$ cat src/rtl/simple_in_and_out.sv
// Edge-of-design status block: synchronises three raw inputs and registers
// their AND / OR, with a valid flag once the pipeline holds post-reset data.
module simple_in_and_out #(
  parameter int unsigned SYNC_STAGES = 2
) (
  input  logic clk,
  input  logic reset,
  input  logic enable,
  input  logic in_1,
  input  logic in_2,
  input  logic in_3,
  output logic out_1,
  output logic out_2,
  output logic out_valid
);

  localparam int unsigned CNT_W = $clog2(SYNC_STAGES + 2);
  localparam logic [CNT_W-1:0] CNT_MAX = CNT_W'(SYNC_STAGES + 1);

  logic [2:0]                  in_vec;
  logic [2:0]                  sync_tail;
  logic [2:0][SYNC_STAGES-1:0] sync_q, sync_d;
  logic [CNT_W-1:0]            cnt_q, cnt_d;
  logic                        out1_q, out1_d;
  logic                        out2_q, out2_d;
  logic                        valid_q, valid_d;

  assign in_vec = {in_3, in_2, in_1};

  // Synchroniser chains shift every cycle; enable only gates the output register.
  always_comb begin
    sync_d    = sync_q;
    sync_tail = '0;
    for (int i = 0; i < 3; i++) begin
      sync_d[i][0] = in_vec[i];
      for (int j = 1; j < int'(SYNC_STAGES); j++) begin
        sync_d[i][j] = sync_q[i][j-1];
      end
      sync_tail[i] = sync_q[i][SYNC_STAGES-1];
    end
  end

  always_comb begin
    out1_d  = out1_q;
    out2_d  = out2_q;
    cnt_d   = cnt_q;
    valid_d = valid_q;
    if (enable) begin
      out1_d = &sync_tail;
      out2_d = |sync_tail;
    end
    // Fill counter saturates once the whole pipeline has been refreshed.
    if (cnt_q != CNT_MAX) begin
      cnt_d = cnt_q + CNT_W'(1);
    end
    valid_d = valid_q | (cnt_d == CNT_MAX);
  end

  always_ff @(posedge clk or posedge reset) begin
    if (reset) begin
      sync_q  <= '0;
      cnt_q   <= '0;
      out1_q  <= 1'b0;
      out2_q  <= 1'b0;
      valid_q <= 1'b0;
    end else begin
      sync_q  <= sync_d;
      cnt_q   <= cnt_d;
      out1_q  <= out1_d;
      out2_q  <= out2_d;
      valid_q <= valid_d;
    end
  end

  assign out_1     = out1_q;
  assign out_2     = out2_q;
  assign out_valid = valid_q;

endmodule

$ cat config.mk
export PLATFORM = sky130hd
export DESIGN_NAME = simple_in_and_out
export DESIGN_NICKNAME = d
export VERILOG_FILES = /design/src/rtl/simple_in_and_out.sv
export SDC_FILE = /design/constraint.sdc
export NUM_CORES = 1
export LEC_CHECK = 0
export ABC_CLOCK_PERIOD_IN_PS = 800
export CELL_PAD_IN_SITES_DETAIL_PLACEMENT = 1
export CELL_PAD_IN_SITES_GLOBAL_PLACEMENT = 2
export CORE_MARGIN = 2
export CORE_UTILIZATION = 25
export CTS_CLUSTER_SIZE = 12
export DETAILED_ROUTE_END_ITERATION = 7
export PLACE_DENSITY = 0.73
export SETUP_SLACK_MARGIN = 0.3
export SKIP_CTS_REPAIR_TIMING = 1
export SLEW_MARGIN = 10
export SYNTH_ARGS = -nofsm -noshare
export SYNTH_HDL_FRONTEND = slang
export SYNTH_SLANG_ARGS = --single-unit
$ cat constraint.sdc
create_clock -name clk -period 0.8 [get_ports clk]
set_clock_uncertainty 0.05 [all_clocks]
set_input_delay 0.16 -clock clk [delete_from_list [all_inputs] [get_ports clk]]
set_output_delay 0.16 -clock clk [all_outputs]
set_load 0.01 [all_outputs]
==> results of run 1 <==
==> power by group through the flow <==
| stage | clock network, uW | registers, uW | logic (uW) |
|---|---|---|---|
| detailed placement | 0 | 599 | 72.1 |
| global placement | 0 | 596 | 68.9 |
| CTS | 384 | 588 | 72.5 |
| floorplan | 0 | 599 | 15.0 |
| global route | 420 | 589 | 71.7 |
| finish | 356 | 588 | 64.2 |
==> logic make-up (layout without fill, tap and decap cells) <==
group,after synthesis,after routing,share of synthesized area
buf+inv,2,16,0.02265
flops,11,11,0.8302
compound gates,2,2,0.03016
simple gates,6,6,0.1170
==> placed cells by master, fill, tap and decap left out, types with 2 or more instances in the layout <==
master	instances
dfrtp_1	11
clkdlybuf4s50_1	4
clkbuf_4	3
clkbuf_2	3
or2_1	2
inv_1	2
==> worst max-delay path by stage <==
stage	slack, ps	start	to	cells past startpoint
6_report	-180	out_valid	out_valid	1
5_1_grt	-220	out_1	out_1	1
4_1_cts	-580	out_valid	out_valid	1
3_5_place_dp	-280	out_valid	out_valid	1
3_3_place_gp	-260	out_valid	out_valid	1
2_1_floorplan	40	out_valid	out_valid	1
==> per-stage QoR <==
stage | setup TNS (ps) | instances
6_report | -614.2 | 50
5_1_grt | -845.9 | 50
4_1_cts | -1743 | 49
3_5_place_dp | -1207 | 45
3_3_place_gp | -1114 | 45
2_1_floorplan | 0 | 21
==> Yosys cell counts <==
library cell / number / area share
nor2_1: 1 / 0.011
or2_1: 2 / 0.038
inv_1: 2 / 0.023
a21oi_1: 1 / 0.015
nor3_2: 1 / 0.030
nand4_1: 1 / 0.019
dfrtp_1: 11 / 0.83
nand2b_1: 1 / 0.019
o21ai_0: 1 / 0.015
==> cell type report <==
class                   instances  share of cell area
repair buffers                 10              0.1984
flip-flops and latches         11              0.5744
multi-input cells               8              0.1175
inverters                       2             0.01567
clock buffers                   4             0.05483
well taps                      15             0.03916
==> sequential cells by signal (all words and copies together), names as in the netlist <==
| signal | flops |
|---|---|
| sync_d | 3 |
| sync_q | 3 |
| cnt_q | 2 |
| out_1 | 1 |
| out_2 | 1 |
| out_valid | 1 |
==> layer usage <==
metal	up-vias	GRT usage
met5	-	0
met4	0	0.07500
met3	0	0.05000
met2	9	0.1706
met1	95	0.1021
li1	95	-
==> results.yml, run 1 <==
run_status:
  status: "finished with violations"
  violations: "setup timing"
detailed_routing:
  route.met2.wl_um: 320
  maxUsedRoutingLayer: "met3"
  drt_wl_total_um: 571
  first_iter_violations: 3
  dr_total_vias: 199
  route.met3.wl_um: 56
  wl_met1_um: 194
  routed_via_density: 3.980
  post_drt_wl_per_cell_um: 11.42
  drtAntennaViolNets: 0
  drt_first_pass_iters: 2
  drc: 0
setup_path:
  cp.required_ps: 590
  reg2reg_slack_ps: -80
  path_cells: "clkbuf_2"
  r2r_end: "out_valid"
  start_kind: "flop"
  cp_num_buf_inv: 1
  slowest_stage: "dfrtp_1"
  critPathTopFamily: "flip-flops"
  worstRegToRegCells: 2
  r2r_start: "out_valid"
  crit_arrival_ps: 770
  critical_path.max_stage_delay_ps: 380
  critical_path_class: "reg -> out"
  path_max_fanout: 2
  crit_path_end_kind: "output pin"
global_route:
  grt_pass1_wl_um: 938
  overflow: 0
  antenna_found_initial: 0
  grt_start_max_net_pins: 12
  grtUsageTotal: 0.1047
  grt_pass1_vias: 222
final_layout:
  nets: 42
  final_layout_size_suffix_gt1_frac: 0.2857
  finish.instance_area_um2: 479.2
  seqCellArea_um2: 275.3
  utilization: 0.3777
  fill_cells: 139
  n_antenna_cell: 0
  syn_to_final_growth_pct: 44.53
  multi_input_area_um2: 56.30
power_and_ir_drop:
  ir_worst_vdd_v: 0.0007857
  p_leak_uw: 0.0002148
  swShare: 0.1987
  powerDensity_mw_per_mm2: 2104
  fin_total_pwr_uw: 1008
  power_frac_seq: 0.583
  comb_power_share: 0.064
  p_int_uw: 808.0
  p_clk_frac: 0.353
  switchingPower_uw: 200.4
sta:
  worst_pin_slew_ps: 153.3
  finalCriticalPeriod_ps: 979.6
  slew_violations: 0
  rsz0062_at_grt: "yes"
  fin_ws_ps: -179.6
  period_share: 1.224
  setup_violations: 5
  relSlewSlack: 0.8976
  holdWs_ps: 125.4
  final_hold_viol_count: 0
  timing.fmax_mhz: 1021
min_path:
  hold_end: "out_2"
  hold_path_depth: 2
  worstHoldPathType: "in -> reg"
  hold_start: "enable"
floorplanning:
  die-area_mm2: 0.001634
  dieHeight_um: 40.42
  io_pins: 9
  rows: 13
  start_util: 0.2613
  core_area_mm2: 0.001269
  die_width_um: 40.42
clock_network:
  cts_tree: "built"
  clkTransAtPathRegs_ps: 60
  root_buffer: "clkbuf_4"
  insertion_delay_ps: 260
  htreeDepth: 1
  cts_max_path_buffers: 2
  cts.sinks: 11
  cts-buffers-inserted: 3
placed_design:
  gp_congestion: 0.5022
  pre_cts_slack_ps: -277.9
  place_area_um2: 450.4
  dp_hpwl_um: 439.8
  port_buffers: 8
logic_synthesis:
  syn_inst: 21
  synthDistinctLibCells: 9
  ys_seq_elements: 11
  syn_area_um2: 331.6
  ys_seq_area_frac: 0.8302
  synth_fp_nets: 27
  ys_warn_count: 0
  avgSynthCellArea_um2: 15.79
run:
  maxCapViolCount: 0
(Power assumes the default switching activity.)
==> run 2: changes to the inputs <==
--- a/config.mk
+++ b/config.mk
@@ -12,8 +12,9 @@
 export CORE_UTILIZATION = 25
 export CTS_CLUSTER_SIZE = 12
 export DETAILED_ROUTE_END_ITERATION = 7
+export GPL_TIMING_DRIVEN = 0
 export PLACE_DENSITY = 0.73
-export SETUP_SLACK_MARGIN = 0.3
+export SETUP_SLACK_MARGIN = 0.05
 export SKIP_CTS_REPAIR_TIMING = 1
 export SLEW_MARGIN = 10
 export SYNTH_ARGS = -nofsm -noshare
==> results.yml, run 2 (same netlist as run 1, synthesis figures left out) <==
clock_network:
  htreeDepth: 1
  clkTransAtPathRegs_ps: 70
  cts_tree: "built"
  insertion_delay_ps: 270
  cts-buffers-inserted: 3
  cts.sinks: 11
  cts_max_path_buffers: 2
  root_buffer: "clkbuf_4"
power_and_ir_drop:
  ir_worst_vdd_v: 0.0009527
  fin_total_pwr_uw: 1009
  powerDensity_mw_per_mm2: 2272
  p_leak_uw: 0.0001901
floorplanning:
  core_area_mm2: 0.001269
  rows: 13
  die-area_mm2: 0.001634
  start_util: 0.2613
  dieHeight_um: 40.42
  die_width_um: 40.42
  io_pins: 9
final_layout:
  final_layout_size_suffix_gt1_frac: 0.2121
  fill_cells: 143
  n_antenna_cell: 0
  final_common_cell: "dfrtp_1"
  utilization: 0.3501
  seqCellArea_um2: 275.3
  syn_to_final_growth_pct: 33.96
  multi_input_area_um2: 48.80
  nets: 40
  final_cell_mix: "dfrtp_1, clkdlybuf4s50_1, clkbuf_4, clkbuf_2"
setup_path:
  path_cells: "clkbuf_2"
  crit_arrival_ps: 770
  critical_path_class: "reg -> out"
  start_kind: "flop"
  cp.required_ps: 590
  r2r_start: "sync_q[3]"
  cp_num_buf_inv: 1
  critPathTopFamily: "flip-flops"
  critical_path.max_stage_delay_ps: 380
  critPathLaunch: "out_valid"
  crit_path_end_kind: "output pin"
  path_max_fanout: 2
  slowest_stage: "dfrtp_1"
global_route:
  antenna_found_initial: 0
  grt_start_max_net_pins: 12
  grt_pass1_vias: 209
  grtUsageTotal: 0.09165
  grt_pass1_wl_um: 855
  overflow: 0
sta:
  slew_violations: 0
  timing.fmax_mhz: 1021
  rsz0062_at_grt: "yes"
  fin_ws_ps: -179.6
  worst_pin_slew_ps: 403.7
  final_hold_viol_count: 0
  holdWs_ps: 117.2
  relSlewSlack: 0.7306
  setup_violations: 4
  setup_tns_ps: -535.9
  period_share: 1.224
  finalCriticalPeriod_ps: 979.6
min_path:
  worstHoldPathType: "in -> reg"
  hold_start: "enable"
detailed_routing:
  drc: 0
  drtAntennaViolNets: 0
  routed_via_density: 3.958
  post_drt_wl_per_cell_um: 11.02
  first_iter_violations: 2
  drt_wl_total_um: 529
  drt_first_pass_iters: 2
  dr_total_vias: 190
placed_design:
  gp_congestion: 0.5157
  pre_cts_slack_ps: -269.0
  port_buffers: 8
run_status:
  violations: "setup timing"
  status: "finished with violations"
run:
  maxCapViolCount: 0
## run 2: changes by cell type in the layout (fill, tap and decap cells not counted)
| cell | change |
|---|---|
| nand2b_1 | +1 |
| buf_4 | -1 |
| nand2b_4 | -1 |
| buf_12 | -1 |
## run 2: cell type report
| type | count | share of cell area |
|---|---|---|
| sequential | 11 | 0.6197 |
| timing repair buffer | 8 | 0.1521 |
| multi-input combinational | 8 | 0.1099 |
| clock buffer | 4 | 0.05915 |
| tap | 15 | 0.04225 |
| inverter | 2 | 0.01690 |
## run 2: worst paths after layout
check                            endpoint  slack (ps)  cells past startpoint
worst max register to register      out_2           0                      2
worst min-delay path                out_1         120                      2
max in group asynchronous       sync_d[5]         280                      2
worst min register to register  sync_q[1]         300                      0
worst max-delay path            out_valid        -180                      1
min in group asynchronous       sync_q[3]         130                      2
## run 2: stage by stage
step           std cells  area (um^2)
2_1_floorplan         21        331.6
5_1_grt               48        444.2
4_1_cts               48        456.7
3_3_place_gp          44        430.4
6_report              48        444.2
3_5_place_dp          44        430.4
## run 2: routing by layer
metal	part of all wire	wire, um	up-vias	GRT usage
met3	0.10	53	2	0.01667
met5	0	0	-	0
met2	0.45	238	11	0.1310
li1	-	-	89	-
met1	0.41	218	88	0.09790
met4	0.036	19	0	0.1250
## run 2: power by group
part / switching [uW] / internal [uW] / leakage, uW / total [uW]
Combinational: 23.4 / 28.6 / 0.0000560 / 52.0
Sequential: 10.6 / 577 / 0.000119 / 588
Clock: 177 / 193 / 0.0000150 / 370
==> run 3: changes to the inputs <==
--- a/config.mk
+++ b/config.mk
@@ -6,14 +6,12 @@
 export NUM_CORES = 1
 export LEC_CHECK = 0
 export ABC_CLOCK_PERIOD_IN_PS = 800
-export CELL_PAD_IN_SITES_DETAIL_PLACEMENT = 1
-export CELL_PAD_IN_SITES_GLOBAL_PLACEMENT = 2
-export CORE_MARGIN = 2
-export CORE_UTILIZATION = 25
+export CORE_AREA = 2 2 39 41
 export CTS_CLUSTER_SIZE = 12
 export DETAILED_ROUTE_END_ITERATION = 7
+export DIE_AREA = 0 0 41 43
 export GPL_TIMING_DRIVEN = 0
-export PLACE_DENSITY = 0.73
+export PLACE_DENSITY = 0.56
 export SETUP_SLACK_MARGIN = 0.05
 export SKIP_CTS_REPAIR_TIMING = 1
 export SLEW_MARGIN = 10
==> results.yml, run 3 (same netlist as run 1, synthesis figures left out) <==
placed_design:
  pre_cts_slack_ps: -275.1
  place_area_um2: 431.7
  gp_congestion: 0.6000
  port_buffers: 8
  dp_hpwl_um: 350.4
final_layout:
  final_layout_size_suffix_gt1_frac: 0.2353
  n_antenna_cell: 0
  final_common_cell: "dfrtp_1"
  syn_to_final_growth_pct: 36.60
  fill_cells: 144
  final_cell_mix: "dfrtp_1, clkdlybuf4s50_1, clkbuf_4, clkbuf_2"
  finish.instance_area_um2: 452.9
  seqCellArea_um2: 275.3
  nets: 41
  utilization: 0.3273
  multi_input_area_um2: 48.80
clock_network:
  cts_tree: "built"
  cts.sinks: 11
  clkTransAtPathRegs_ps: 70
  root_buffer: "clkbuf_4"
  cts_max_path_buffers: 2
  insertion_delay_ps: 260
  htreeDepth: 1
  cts-buffers-inserted: 3
floorplanning:
  io_pins: 9
  start_util: 0.2396
  dieHeight_um: 43
  core_area_mm2: 0.001384
  die_width_um: 41
  die-area_mm2: 0.001763
  rows: 14
sta:
  final_hold_viol_count: 0
  rsz0062_at_grt: "yes"
  period_share: 1.224
  timing.fmax_mhz: 1021
  finalCriticalPeriod_ps: 979.5
  relSlewSlack: 0.7364
  slew_violations: 0
  setup_tns_ps: -516.0
  worst_pin_slew_ps: 395.0
  fin_ws_ps: -179.5
  setup_violations: 3
detailed_routing:
  drc: 0
  dr_total_vias: 196
  routed_via_density: 3.920
  drt_wl_total_um: 476
  drt_first_pass_iters: 1
  post_drt_wl_per_cell_um: 9.520
  first_iter_violations: 0
  drtAntennaViolNets: 0
min_path:
  worstHoldPathType: "in -> reg"
setup_path:
  path_cells: "clkbuf_2"
  slowest_stage: "dfrtp_1"
  crit_path_end_kind: "output pin"
  start_kind: "flop"
  path_max_fanout: 2
  cp_num_buf_inv: 1
  cp.required_ps: 590
  critPathTopFamily: "flip-flops"
  critical_path.max_stage_delay_ps: 380
  critical_path_class: "reg -> out"
  crit_arrival_ps: 770
power_and_ir_drop:
  fin_total_pwr_uw: 996.2
  p_leak_uw: 0.0001942
  powerDensity_mw_per_mm2: 2199
  ir_worst_vdd_v: 0.0006602
run_status:
  status: "finished with violations"
  violations: "setup timing"
global_route:
  grt_pass1_vias: 211
  overflow: 0
  grt_pass1_wl_um: 848
  antenna_found_initial: 0
  grtUsageTotal: 0.07984
  grt_start_max_net_pins: 12
run:
  maxCapViolCount: 0
## run 3: worst paths after layout
path / from / end / slack, ps / depth (start not counted)
max reg2reg: sync_q[3] / out_2 / 20 / 2
max: out_valid / out_valid / -180 / 1
min: enable / out_2 / 110 / 2
min in group asynchronous: reset / out_2 / 130 / 2
max in group asynchronous: reset / out_1 / 290 / 2
min reg2reg: sync_d[1] / sync_q[1] / 300 / 0
## run 3: routing by layer
layer / wire length (um) / GRT usage / vias to the layer above / part of all wire
met5: 0 / 0 / - / 0
met4: 0 / 0.08000 / 0 / 0
met3: 46 / 0.03141 / 0 / 0.097
met2: 240 / 0.1125 / 9 / 0.50
met1: 189 / 0.08219 / 95 / 0.40
li1: - / - / 92 / -
## run 3: through the flow
step	hold slack, ps	std cells
floorplan	-37.56	21
finish	114.4	50
global placement	283.3	45
global route	121.3	50
detailed placement	284.7	45
CTS	138.8	49
## run 3: cell type report
class	count	share of cell area
Clock buffer	4	0.05801
Inverter	2	0.01657
Multi-Input combinational cell	8	0.1077
Sequential cell	11	0.6077
Tap cell	16	0.04420
Timing Repair Buffer	9	0.1657
## run 3: report_power, final
group	leakage (uW)	internal, uW	total (uW)	switching (uW)
clock network	0.0000150	192	358	166
logic	0.0000601	28.6	51.6	23.0
registers	0.000119	577	587	9.63
